===== src/rtl/vmask_pkg.sv =====
// Shared defaults and state encoding for the vector-mask accumulator.
package vmask_pkg;

  localparam int unsigned DATA_WIDTH_DEF = 64;
  localparam int unsigned ADDR_WIDTH_DEF = 32;

  typedef enum logic [1:0] {
    StIdle  = 2'd0,
    StAccum = 2'd1,
    StHold  = 2'd2
  } state_e;

endpackage


===== src/rtl/vmask_insert.sv =====
// Combinational insertion of up to eight compare bits at the current fill pointer.
module vmask_insert #(
  parameter int unsigned DATA_WIDTH = 64,
  parameter int unsigned FILL_W     = $clog2(DATA_WIDTH) + 1
) (
  input  logic [DATA_WIDTH-1:0] acc_i,
  input  logic [FILL_W-1:0]     fill_i,
  input  logic [7:0]            mask_i,
  input  logic [3:0]            cnt_i,
  output logic [DATA_WIDTH-1:0] acc_o,
  output logic [FILL_W-1:0]     fill_o
);

  logic [FILL_W:0] sum;

  always_comb begin
    acc_o = acc_i;
    sum   = {1'b0, fill_i} + (FILL_W+1)'(cnt_i);
    // Positions past the word end never match, so overflow bits are dropped.
    for (int j = 0; j < DATA_WIDTH; j++) begin
      if ((j >= int'(fill_i)) && (j < int'(sum))) begin
        acc_o[j] = mask_i[3'(j - int'(fill_i))];
      end
    end
    fill_o = (sum > (FILL_W+1)'(DATA_WIDTH)) ? FILL_W'(DATA_WIDTH) : sum[FILL_W-1:0];
  end

endmodule


===== src/rtl/vmask_accum.sv =====
// Packs per-element compare beats into mask words and emits them with byte enables.
module vmask_accum
  import vmask_pkg::*;
#(
  parameter int unsigned DATA_WIDTH = DATA_WIDTH_DEF,
  parameter int unsigned ADDR_WIDTH = ADDR_WIDTH_DEF,
  parameter int unsigned BE_WIDTH   = DATA_WIDTH / 8
) (
  input  logic                  clk,
  input  logic                  rst,
  input  logic                  in_valid,
  output logic                  in_ready,
  input  logic [ADDR_WIDTH-1:0] in_addr,
  input  logic [7:0]            in_mask,
  input  logic [3:0]            in_cnt,
  input  logic                  in_last,
  output logic                  out_valid,
  input  logic                  out_ready,
  output logic [ADDR_WIDTH-1:0] out_addr,
  output logic [DATA_WIDTH-1:0] out_vec,
  output logic [BE_WIDTH-1:0]   out_be
);

  localparam int unsigned FillW = $clog2(DATA_WIDTH) + 1;

  state_e                state_q, state_d;
  logic [DATA_WIDTH-1:0] acc_q, acc_d;
  logic [FillW-1:0]      fill_q, fill_d;
  logic [ADDR_WIDTH-1:0] base_q, base_d;
  logic [ADDR_WIDTH-1:0] idx_q, idx_d;
  logic                  grp_end_q, grp_end_d;
  logic                  ov_q, ov_d;
  logic [DATA_WIDTH-1:0] ovec_q, ovec_d;
  logic [BE_WIDTH-1:0]   obe_q, obe_d;
  logic [ADDR_WIDTH-1:0] oaddr_q, oaddr_d;

  logic [DATA_WIDTH-1:0] ins_acc, new_acc, keep;
  logic [FillW-1:0]      ins_fill, new_fill;
  logic [ADDR_WIDTH-1:0] cur_base, cur_idx;
  logic [BE_WIDTH-1:0]   be;
  logic                  in_fire, emit;

  assign in_ready  = !rst && (state_q != StHold);
  assign in_fire   = in_valid && in_ready;
  assign out_valid = ov_q;
  assign out_vec   = ovec_q;
  assign out_be    = obe_q;
  assign out_addr  = oaddr_q;

  // A group's first beat packs into a fresh word regardless of leftover state.
  assign ins_acc  = (state_q == StIdle) ? '0 : acc_q;
  assign ins_fill = (state_q == StIdle) ? '0 : fill_q;
  assign cur_base = (state_q == StIdle) ? in_addr : base_q;
  assign cur_idx  = (state_q == StIdle) ? '0 : idx_q;

  vmask_insert #(
    .DATA_WIDTH (DATA_WIDTH),
    .FILL_W     (FillW)
  ) u_insert (
    .acc_i  (ins_acc),
    .fill_i (ins_fill),
    .mask_i (in_mask),
    .cnt_i  (in_cnt),
    .acc_o  (new_acc),
    .fill_o (new_fill)
  );

  assign emit = (new_fill == FillW'(DATA_WIDTH)) || (in_last && (new_fill != '0));

  always_comb begin
    keep = '0;
    be   = '0;
    for (int j = 0; j < DATA_WIDTH; j++) keep[j] = (j < int'(new_fill));
    for (int k = 0; k < BE_WIDTH; k++) be[k] = ((8 * k) < int'(new_fill));
  end

  always_comb begin
    state_d   = state_q;
    acc_d     = acc_q;
    fill_d    = fill_q;
    base_d    = base_q;
    idx_d     = idx_q;
    grp_end_d = grp_end_q;
    ov_d      = ov_q;
    ovec_d    = ovec_q;
    obe_d     = obe_q;
    oaddr_d   = oaddr_q;
    unique case (state_q)
      StIdle, StAccum: begin
        if (in_fire) begin
          base_d = cur_base;
          idx_d  = cur_idx;
          if (emit) begin
            acc_d     = new_acc;
            fill_d    = new_fill;
            ov_d      = 1'b1;
            ovec_d    = new_acc & keep;
            obe_d     = be;
            oaddr_d   = cur_base + cur_idx;
            grp_end_d = in_last;
            state_d   = StHold;
          end else if (in_last) begin
            acc_d   = '0;
            fill_d  = '0;
            state_d = StIdle;
          end else begin
            acc_d   = new_acc;
            fill_d  = new_fill;
            state_d = StAccum;
          end
        end
      end
      StHold: begin
        if (out_ready) begin
          ov_d    = 1'b0;
          acc_d   = '0;
          fill_d  = '0;
          idx_d   = idx_q + ADDR_WIDTH'(1);
          state_d = grp_end_q ? StIdle : StAccum;
        end
      end
      default: state_d = StIdle;
    endcase
  end

  always_ff @(posedge clk) begin
    if (rst) begin
      state_q   <= StIdle;
      acc_q     <= '0;
      fill_q    <= '0;
      base_q    <= '0;
      idx_q     <= '0;
      grp_end_q <= 1'b0;
      ov_q      <= 1'b0;
      ovec_q    <= '0;
      obe_q     <= '0;
      oaddr_q   <= '0;
    end else begin
      state_q   <= state_d;
      acc_q     <= acc_d;
      fill_q    <= fill_d;
      base_q    <= base_d;
      idx_q     <= idx_d;
      grp_end_q <= grp_end_d;
      ov_q      <= ov_d;
      ovec_q    <= ovec_d;
      obe_q     <= obe_d;
      oaddr_q   <= oaddr_d;
    end
  end

endmodule


===== config.mk =====
export PLATFORM = sky130hd
export DESIGN_NAME = vmask_accum
export DESIGN_NICKNAME = d
export VERILOG_FILES = /design/src/rtl/vmask_pkg.sv /design/src/rtl/vmask_insert.sv /design/src/rtl/vmask_accum.sv
export SDC_FILE = /design/constraint.sdc
export NUM_CORES = 1
export LEC_CHECK = 0
export CAP_MARGIN = 40
export CORE_ASPECT_RATIO = 2
export CORE_UTILIZATION = 40
export DETAILED_ROUTE_END_ITERATION = 7
export GPL_TIMING_DRIVEN = 0
export HOLD_SLACK_MARGIN = 0.08
export PLACE_DENSITY = 0.65
export SETUP_SLACK_MARGIN = 0.1
export SLEW_MARGIN = 20
export SYNTH_ARGS = -nofsm -noshare
export SYNTH_HDL_FRONTEND = slang
export SYNTH_SLANG_ARGS = --single-unit

===== constraint.sdc =====
create_clock -name clk -period 4.29 [get_ports clk]
set_input_delay 1.0725 -clock clk [delete_from_list [all_inputs] [get_ports clk]]
set_output_delay 1.0725 -clock clk [all_outputs]
set_load 0.01 [all_outputs]

==> qor.yml <==
clocking:
  cts.path.max_buffers: 3
  root_buffer: "clkbuf_16"
  path_clk_slew_ns: 0.07
  clock_sinks: 243
  ctsHoldBuffers: 0
  cts_tree: "done"
  h-tree-depth: 1
  cts-buffers-inserted: 25
  clock_latency_ns: 0.56
sta:
  tightest_slew_ns: 0.993
  finalCritPeriodShare_pct: 98.6
  fin_skew_ns: 0.0154
  setup_viol: 0
  final.setup.tns_ns: 0
  drv_slew: 0
  relSlewSlack_pct: 33.6
  timing.hold.ws_ns: 0.447
  rsz0062_at_grt: "yes"
  final.min_clock_period_ns: 4.23
  clock.fmax_ghz: 0.237
  finalHoldViolations: 0
logic_synthesis:
  synthesis.area_sq_um: 14500
  netlist_instances: 1916
  syn_area_per_cell_sq_um: 7.57
  synth-main-ff-cell: "dfxtp_1"
  ys_types: 87
  synth_warnings: 0
  ys_ff_latch: 243
  synth_edf_count: 0
  synth_nets: 2004
  ys_async_sr_fraction_pct: 0
  yosysSeqAreaShare_pct: 33.5
power_and_ir_drop:
  combPwrFrac_pct: 20.4
  p_leak_nw: 7.22
  p_clk_share_pct: 39.6
  internal_power_w: 0.00397
  power_density_nw_per_um2: 313
  ir_worst_vdd_uv: 391
  switching_share_pct: 32.1
  switchingPower_w: 0.00188
  seqPwrFrac_pct: 39.9
global_route:
  top_usage_layer: "met2"
  grt_use_met2_pct: 75.8
  grt_max_degree: 20
  antenna_found_initial: 0
  grt_util_met1_pct: 43.1
  grt_use_total_pct: 46.5
  grt_pass1_vias: 16900
  grt.overflow.total: 0
  gr-usage-met3_pct: 13.6
  grt_pass1_wl_microns: 121000
setup_path:
  critPathLaunch: "rst"
  r2r_end: "out_vec[31]"
  worst_setup_path_end_kind: "primary output"
  crit_required_ns: 3.22
  reg2regPathDepth: 14
  r2r_slack_ns: 0.06
  r2r_start: "state_q[0]"
  worstPathArrival_ns: 3.16
  endpoint: "in_ready"
  start_kind: "input pin"
  path_class: "input pin to primary output"
  cp_max_fo: 10
min_path:
  hp-class: "flop to flop"
final_layout:
  diodes: 0
  seq_area_sq_um: 4870
  utilization_pct: 52.4
  num-nets-final: 2242
  multi_input_area_sq_um: 9420
  final_cell_mix: "nand2_1, dfxtp_1, nor2_1, clkdlybuf4s50_1, a21oi_1"
  fillers: 3468
  layout-drive-gt1-share_pct: 13.9
  area_growth_pct: 28.8
  layout_commonest_cell: "nand2_1"
route:
  drt-initial-drc-count: 1369
  drt-total-wl_microns: 83900
  viasPerCell: 6.47
  route.detailed.drc: 1
  firstDrtPassIters: 8
  dr_total_vias: 17000
  drt.antenna.violating_nets: 0
  avgRoutedWirePerCell_microns: 32.0
floorplan:
  start_util_pct: 40.7
  num_rows: 98
  die_y_microns: 271
  ioPinCount: 155
  core_area_sq_um: 35700
  die_area_sq_um: 37100
  die_w_microns: 137
placement:
  gp_congestion: 1.15
  portBuffers: 151
  dp_hpwl_microns: 63900
run_status:
  status: "finished, violations left"
  violations: "DRC"
run:
  cap_violations: 0
-- flip-flops by register name, summed over array words and instances (netlist names) --
name	count
out_valid	1
idx_q	32
base_q	32
grp_end_q	1
fill_q	7
out_be	8
state_q	2
out_vec	64
acc_q	64
out_addr	32
-- metrics by stage --
stage          setup slack (ns)  area [sq um]  power, W  std cells
2_1_floorplan             0.257         14500   0.00290       1916
4_1_cts                  0.0460         18300   0.00576       2598
5_1_grt                  0.0506         18700   0.00598       2621
3_5_place_dp              -1.97         16900   0.00342       2544
6_report                 0.0622         18700   0.00585       2621
3_3_place_gp              -2.75         16600   0.00338       2517
-- power groups by stage --
stage	Sequential [W]	Combinational [W]	Clock (W)
2_1_floorplan	0.00239	0.000513	0
3_3_place_gp	0.00238	0.000992	0
3_5_place_dp	0.00239	0.00104	0
4_1_cts	0.00234	0.00110	0.00232
5_1_grt	0.00234	0.00123	0.00241
6_report	0.00234	0.00120	0.00232
-- what timing repair did --
action,CTS,global route
pin swaps,12,19
setup endpoints to repair,179,156
resized for setup,132,75
cloned,0,1
setup buffers,14,10
-- synth_stat cells, drive strengths merged, types with 6 or more instances --
cell / instances / area share, %
nand2: 310 / 8.1
or3: 25 / 1.1
o21a: 16 / 0.83
clkbuf: 97 / 2.5
xnor2: 27 / 1.7
a21oi: 156 / 5.5
a211o: 7 / 0.42
nand3: 67 / 2.3
xor2: 28 / 1.7
or2: 13 / 0.56
a32oi: 6 / 0.36
and3: 19 / 0.82
ha: 38 / 3.3
a211oi: 23 / 1.4
a31oi: 21 / 0.91
o211ai: 23 / 1.2
nor2: 221 / 5.7
nand4: 14 / 0.60
buf: 39 / 1.4
a31o: 8 / 0.48
o21ai: 92 / 3.2
o311ai: 7 / 0.42
a32o: 22 / 1.5
o31ai: 18 / 1.2
a311oi: 8 / 0.48
nor3: 58 / 2.0
inv: 31 / 0.82
dfxtp: 243 / 34
mux2i: 60 / 4.1
nand2b: 18 / 0.78
o2111ai: 7 / 0.42
a22o: 19 / 1.1
and2: 37 / 1.6
o221ai: 7 / 0.42
o22ai: 15 / 0.69
a21o: 17 / 0.88
mux2: 8 / 0.65
a22oi: 21 / 1.1
o21bai: 7 / 0.36
-- worst min-delay path by stage --
stage,startpoint,endpoint,cells past startpoint
after floorplan,acc_q[32],acc_q[32],2
after global placement,out_vec[6],out_vec[6],2
after detailed placement,out_vec[9],out_vec[9],2
after CTS,out_vec[6],out_vec[6],2
after global routing,out_vec[36],out_vec[36],2
final,out_vec[6],out_vec[6],2
-- routing by layer --
layer,up-vias,routed length (microns)
met5,-,50
met4,2,11700
met3,514,6510
met2,1071,39900
li1,7339,-
met1,8026,25800
-- worst max-delay path, stage by stage --
cell             delay, ns
clkdlybuf4s15_1       0.64
clkbuf_2              0.40
clkbuf_2              0.41
nor2_1                0.13
clkdlybuf4s50_1       0.50
-- layout make-up --
type / count / area share, %
multi-input cells: 1503 / 50.4
inverters: 34 / 0.716
clock buffers: 30 / 3.56
repair buffers: 215 / 11.1
flip-flops and latches: 243 / 26.0
plain buffers: 132 / 4.31
clock inverters: 14 / 0.870
well taps: 450 / 3.01
-- logic make-up after synthesis --
logic type               after synthesis  share of synthesized area [%]
XOR/XNOR                              55                           3.42
AO/OA/AOI/OAI                        538                           25.4
AND/OR/NAND/NOR                      803                           24.6
flip-flops                           243                           33.5
buffers and inverters                170                           4.82
multiplexers                          68                           4.79
adder cells (fa/ha/maj)               39                           3.41
Power figures use the tool's default switching activity.
